**src/rtl/item_pkg.sv**
```systemverilog
// Shared definitions for the item pickup manager.
// Holds item type codes, FSM state encoding, the default effect duration
// and a helper that maps an item kind onto its timed-effect load vector.
package item_pkg;

  localparam logic [2:0] ITEM_NONE   = 3'd0;
  localparam logic [2:0] ITEM_LIFE   = 3'd1;
  localparam logic [2:0] ITEM_SPEED  = 3'd2;
  localparam logic [2:0] ITEM_FIRE   = 3'd3;
  localparam logic [2:0] ITEM_SHIELD = 3'd4;

  localparam logic [1:0] ST_IDLE = 2'd0;
  localparam logic [1:0] ST_SHOW = 2'd1;
  localparam logic [1:0] ST_ACK  = 2'd2;

  // 40 ticks of the 4 Hz enable = 10 s
  localparam int DEF_EFFECT_TICKS = 40;

  // bit0 speed, bit1 rapid fire, bit2 shield; life has no timer
  function automatic logic [2:0] effect_load(input logic [2:0] kind);
    case (kind)
      ITEM_SPEED:  effect_load = 3'b001;
      ITEM_FIRE:   effect_load = 3'b010;
      ITEM_SHIELD: effect_load = 3'b100;
      default:     effect_load = 3'b000;
    endcase
  endfunction

endpackage

```
**src/rtl/item_effect_timer.sv**
```systemverilog
// Countdown timer for one timed power-up effect.
// Ports: clk/rst (async high), load reloads to TICKS, tick decrements
// while nonzero, active is high while the count is nonzero.
module item_effect_timer #(
  parameter int TICKS = 40
) (
  input  logic clk,
  input  logic rst,
  input  logic load,
  input  logic tick,
  output logic active
);

  localparam int W = $clog2(TICKS + 1);

  logic [W-1:0] cnt_q;

  // load has priority over a coincident tick; re-pickup restarts the
  // full duration rather than adding to it
  always_ff @(posedge clk or posedge rst) begin
    if (rst)                       cnt_q <= '0;
    else if (load)                 cnt_q <= W'(TICKS);
    else if (tick && cnt_q != '0)  cnt_q <= cnt_q - 1'b1;
  end

  assign active = (cnt_q != '0);

endmodule

```
**src/rtl/item_pickup_manager.sv**
```systemverilog
// Item pickup manager: accepts a placement request from the reward
// generator, shows the item, detects the tank driving over it, returns
// set_finish and drives the extra-life pulse and timed effects.
// Ports: clk, rst (async high), tick_4hz enable; set_require/item_type/
// random_xpos/random_ypos from the generator; tank_xpos/tank_ypos from the
// tank; set_finish back to the generator; item_visible/item_xpos/item_ypos/
// item_kind to the map renderer; life_pulse and effect_active to game logic.
module item_pickup_manager
  import item_pkg::*;
#(
  parameter int EFFECT_TICKS = DEF_EFFECT_TICKS,
  parameter int GRID_W       = 5
) (
  input  logic              clk,
  input  logic              rst,
  input  logic              tick_4hz,
  input  logic              set_require,
  input  logic [2:0]        item_type,
  input  logic [GRID_W-1:0] random_xpos,
  input  logic [GRID_W-1:0] random_ypos,
  input  logic [GRID_W-1:0] tank_xpos,
  input  logic [GRID_W-1:0] tank_ypos,
  output logic              set_finish,
  output logic              item_visible,
  output logic [GRID_W-1:0] item_xpos,
  output logic [GRID_W-1:0] item_ypos,
  output logic [2:0]        item_kind,
  output logic              life_pulse,
  output logic [2:0]        effect_active
);

  logic [1:0]        state_q, state_d;
  logic              pend_q,  pend_d;   // request latched, reveal next cycle
  logic              vis_q,   vis_d;
  logic              fin_q,   fin_d;
  logic              life_q,  life_d;
  logic              match_q, match_d;
  logic [2:0]        kind_q,  kind_d;
  logic [GRID_W-1:0] x_q, x_d, y_q, y_d;
  logic [2:0]        load;

  // registered position compare, only meaningful while the item is shown
  assign match_d = (state_q == ST_SHOW) && (tank_xpos == x_q) && (tank_ypos == y_q);

  always_comb begin
    state_d = state_q;
    pend_d  = pend_q;
    vis_d   = vis_q;
    fin_d   = fin_q;
    kind_d  = kind_q;
    x_d     = x_q;
    y_d     = y_q;
    life_d  = 1'b0;
    load    = 3'b000;
    case (state_q)
      ST_IDLE: begin
        if (pend_q) begin
          pend_d  = 1'b0;
          vis_d   = 1'b1;
          state_d = ST_SHOW;
        end else if (set_require && item_type != ITEM_NONE) begin
          // type 0 with the request up means the generator has not yet
          // updated type/position, so it is not a real request
          pend_d = 1'b1;
          kind_d = item_type;
          x_d    = random_xpos;
          y_d    = random_ypos;
        end
      end
      ST_SHOW: begin
        // pickup takes priority over a simultaneous generator timeout
        if (match_q) begin
          vis_d   = 1'b0;
          fin_d   = 1'b1;
          life_d  = (kind_q == ITEM_LIFE);
          load    = effect_load(kind_q);
          state_d = ST_ACK;
        end else if (!set_require) begin
          vis_d   = 1'b0;
          state_d = ST_IDLE;
        end
      end
      ST_ACK: begin
        // generator samples on a slow clock: hold the level until it drops
        if (!set_require) begin
          fin_d   = 1'b0;
          state_d = ST_IDLE;
        end
      end
      default: state_d = ST_IDLE;
    endcase
  end

  always_ff @(posedge clk or posedge rst) begin
    if (rst) begin
      state_q <= ST_IDLE;
      pend_q  <= 1'b0;
      vis_q   <= 1'b0;
      fin_q   <= 1'b0;
      life_q  <= 1'b0;
      match_q <= 1'b0;
      kind_q  <= ITEM_NONE;
      x_q     <= '0;
      y_q     <= '0;
    end else begin
      state_q <= state_d;
      pend_q  <= pend_d;
      vis_q   <= vis_d;
      fin_q   <= fin_d;
      life_q  <= life_d;
      match_q <= match_d;
      kind_q  <= kind_d;
      x_q     <= x_d;
      y_q     <= y_d;
    end
  end

  for (genvar i = 0; i < 3; i++) begin : g_tmr
    item_effect_timer #(.TICKS(EFFECT_TICKS)) u_tmr (
      .clk    (clk),
      .rst    (rst),
      .load   (load[i]),
      .tick   (tick_4hz),
      .active (effect_active[i])
    );
  end

  assign set_finish   = fin_q;
  assign item_visible = vis_q;
  assign item_xpos    = x_q;
  assign item_ypos    = y_q;
  // kind is kept internally for effect decode but only shown while visible
  assign item_kind    = vis_q ? kind_q : ITEM_NONE;
  assign life_pulse   = life_q;

endmodule
```
**config.mk**
```make
export PLATFORM = sky130hd
export DESIGN_NAME = item_pickup_manager
export DESIGN_NICKNAME = d
export VERILOG_FILES = /design/src/rtl/item_pkg.sv /design/src/rtl/item_effect_timer.sv /design/src/rtl/item_pickup_manager.sv
export SDC_FILE = /design/constraint.sdc
export NUM_CORES = 1
export LEC_CHECK = 0
export ABC_AREA = 1
export CORE_ASPECT_RATIO = 2
export CORE_MARGIN = 2
export CORE_UTILIZATION = 45
export CTS_BUF_LIST = sky130_fd_sc_hd__clkbuf_4
export CTS_CLUSTER_DIAMETER = 200
export DETAILED_ROUTE_END_ITERATION = 8
export GPL_TIMING_DRIVEN = 0
export PLACE_DENSITY = 0.8
export SLEW_MARGIN = 40
export SYNTH_ARGS = -nofsm -noshare
export SYNTH_HDL_FRONTEND = slang
export SYNTH_SLANG_ARGS = --single-unit
export TNS_END_PERCENT = 50
```
**constraint.sdc**
```tcl
create_clock -name clk -period 3 [get_ports clk]
set_input_delay 0.45 -clock clk [delete_from_list [all_inputs] [get_ports clk]]
set_output_delay 0.45 -clock clk [all_outputs]
set_load 0.005 [all_outputs]
```
==> impl_metrics.toml <==
[outcome]
status = "finished clean"

[logic_synthesis]
synthMuxAreaShare_pct = 0
synthTopCellsByArea = "dfrtp_1 42%, nand2_1 14%, inv_1 9.1%, nand3_1 7.7%, ha_1 3.3%"
syn_inst = 303
synth_top_area_share_pct = 41.74
synth_nets = 336
ys_ff_latch = 38
synth_edf_count = 0
synth-xor-area-share_pct = 3.075
async_flop_share_pct = 100.0
yosysTopAreaCell = "dfrtp_1"
synth_warnings = 0
synth_flop_cell = "dfrtp_1"
synth_fa_ha_area_share_pct = 3.295
yosysMostFrequentCell = "nand2_1"
syn-cell-area_um2 = 2278
seq_area_frac_synth_pct = 41.74
synth_top_family_by_area = "simple AND/OR/NAND/NOR gates"
yosys-top-cells-count = "86 x nand2_1, 55 x inv_1, 38 x dfrtp_1"
synth_compound_area_share_pct = 5.272
synthSimpleGateAreaFrac_pct = 34.27
synth_area_per_cell_um2 = 7.520
ys_types = 25

[layout]
syn_to_final_growth_pct = 25.92
diodes = 0
fillerInstances = 459
layout-drive-gt1-share_pct = 8.403
final_nets = 389
final_util_pct = 58.98

[sta]
relSlewSlack_pct = 78.45
timing.final.crit_share_pct = 76.66
clock_skew_ns = 0.01040
drv_slew = 0
rsz0062_at_grt = "false"
tightest_slew_ns = 0.3228
setup_viol = 0
tns_ns = 0
fmax_ghz = 0.4348
period_minus_slack_ns = 2.300
hold_viol = 0

[critical_path]
crit_slowest_cell = "clkdlybuf4s50_1"
worstPathArrival_ns = 1.85
path_delay_family = "buffers and inverters"
required_ns = 2.55
crit_chain = "inv_1 > ha_1 > nand4_1 > buf_4 > clkdlybuf4s50_1"
end_kind = "output port"
slowest_delay_ns = 0.43
r2r_start = "g_tmr[2].u_tmr.cnt_q[0]$_DFFE_PP0P_"
critPathLaunchType = "flop"
crit_fanout = 7
startpoint = "g_tmr[0].u_tmr.cnt_q[0]$_DFFE_PP0P_"
worst-setup-path-type = "flop to output port"
path_buf_inv = 3

[detailed_routing]
first_pass_iters = 4
wl_um = 4721
drc = 0
drtIter0Drc = 38
ant_nets = 0
vias_per_cell = 4.995
wl_per_cell_um = 11.40
num_vias = 2068

[power_and_ir_drop]
vdd_drop_max_v = 0.0004873
p_leak_uw = 0.001552
powerDensity_nw_per_um2 = 845.7

[cts]
clock_path_buffers = 2
clock_latency_ns = 0.35
clk_pin_slew_worst_paths_ns = 0.12
clock_sinks = 38
cts_tree = "yes"
cts_setup_buffers = 0
h-tree-depth = 2
postCtsHoldBufs = 0
cts_root_buffer = "clkbuf_4"
cts_resized = 0
cts_inserted_buffers = 5

[global_routing]
globalRouteTotalUtil_pct = 19.74
antenna_found_initial = 0
grt-ovfl-total = 0
grt_pass1_wl_um = 8438
first_global_vias = 2065
grt_start_max_net_pins = 26

[floorplan]
initial_core_util_pct = 46.84
fp.dieH_um = 104.6
ios = 46
rows = 36
die_x_um = 54.32
core_um2 = 4865
dieArea_um2 = 5683

[placed_design]
dp_hpwl_um = 3895
port_buffers = 45
finalWeightedCongestion = 0.7551

[worst_hold_path]
hold_class = "primary input to async pin"

[run]
maxCapViolCount = 0
-- path summary, 6_finish.rpt --
path	to	slack, ns	depth (start not counted)
setup reg to reg	g_tmr[2].u_tmr.cnt_q[5]$_DFFE_PP0P_	1.49	7
min in group clk	g_tmr[1].u_tmr.cnt_q[0]$_DFFE_PP0P_	0.52	2
hold reg to reg	g_tmr[1].u_tmr.cnt_q[0]$_DFFE_PP0P_	0.52	2
setup / recovery	effect_active[0]	0.70	5
hold / removal	g_tmr[0].u_tmr.cnt_q[5]$_DFFE_PP0P_	0.35	2
max in group asynchronous	pend_q$_DFFE_PP0N_	2.21	3
-- power breakdown --
group / internal, uW / leakage (uW) / total [uW] / switching, uW
clock: 83.5 / 0.0000277 / 250 / 166
sequential: 726 / 0.000474 / 954 / 228
combinational: 598 / 0.00105 / 1220 / 625
-- registers in the layout, indices dropped and copies added (netlist names) --
signal and cells:
g_tmr.u_tmr.cnt_q 18, item_xpos 5, item_ypos 5, kind_q 3
state_q 2, item_visible 1, life_pulse 1, match_q 1
pend_q 1, set_finish 1
-- through the flow --
stage / instances / hold WS, ns / setup WS, ns / power, uW / instance area (um^2)
2_1_floorplan: 303 / 0.4756 / 1.631 / 1749 / 2278
3_3_place_gp: 405 / 0.4788 / 0.8243 / 2154 / 2800
3_5_place_dp: 406 / 0.4978 / 1.073 / 2203 / 2820
4_1_cts: 414 / 0.3456 / 0.6598 / 2461 / 2869
5_1_grt: 414 / 0.3661 / 0.5883 / 2680 / 2869
6_report: 414 / 0.3509 / 0.7001 / 2426 / 2869
-- cell usage in the layout, fill, tap and decap left out, types with 6 or more instances in the layout --
cell	netlist	routed
nor2_1	17	17
clkdlybuf4s50_1	0	45
o21ai_1	15	15
inv_1	55	54
dfrtp_1	38	38
o21ai_0	7	7
nand3_1	35	35
ha_1	6	6
nand4_1	6	6
nand2_1	86	86
-- per-layer routing --
layer,global-route usage (%),share of wire [%],vias up
li1,-,-,1048
met1,17.95,34,963
met2,38.04,60,49
met3,2.714,3.5,8
met4,9.643,2.5,0
met5,0,0,-
-- cell type report --
type	count	area [um^2]	area share, %
Tap cell	57	71.32	2.486
Inverter	56	215.2	7.501
Clock buffer	5	37.54	1.308
Multi-Input combinational cell	201	1046	36.46
Sequential cell	38	950.9	33.14
Buffer	8	66.31	2.311
Clock inverter	3	11.26	0.3925
Timing Repair Buffer	46	470.5	16.40
-- kinds of logic after synthesis --
group	after synthesis
and+or+nand+nor	163
buffers and inverters	64
DFF	38
AOI/OAI and AO/OA	24
xor gates and xnor gates	8
adders and majority gates	6
-- worst reg2reg max path: cells and delay by family, from the launching register on --
| kind | cells | cell delay, ns |
|---|---|---|
| adder cells (fa/ha/maj) | 1 | 0.20 |
| buffers and inverters | 1 | 0.20 |
| flip-flops | 1 | 0.37 |
| AND/OR/NAND/NOR | 5 | 0.64 |
No activity file was read; power rests on OpenSTA's default activity.
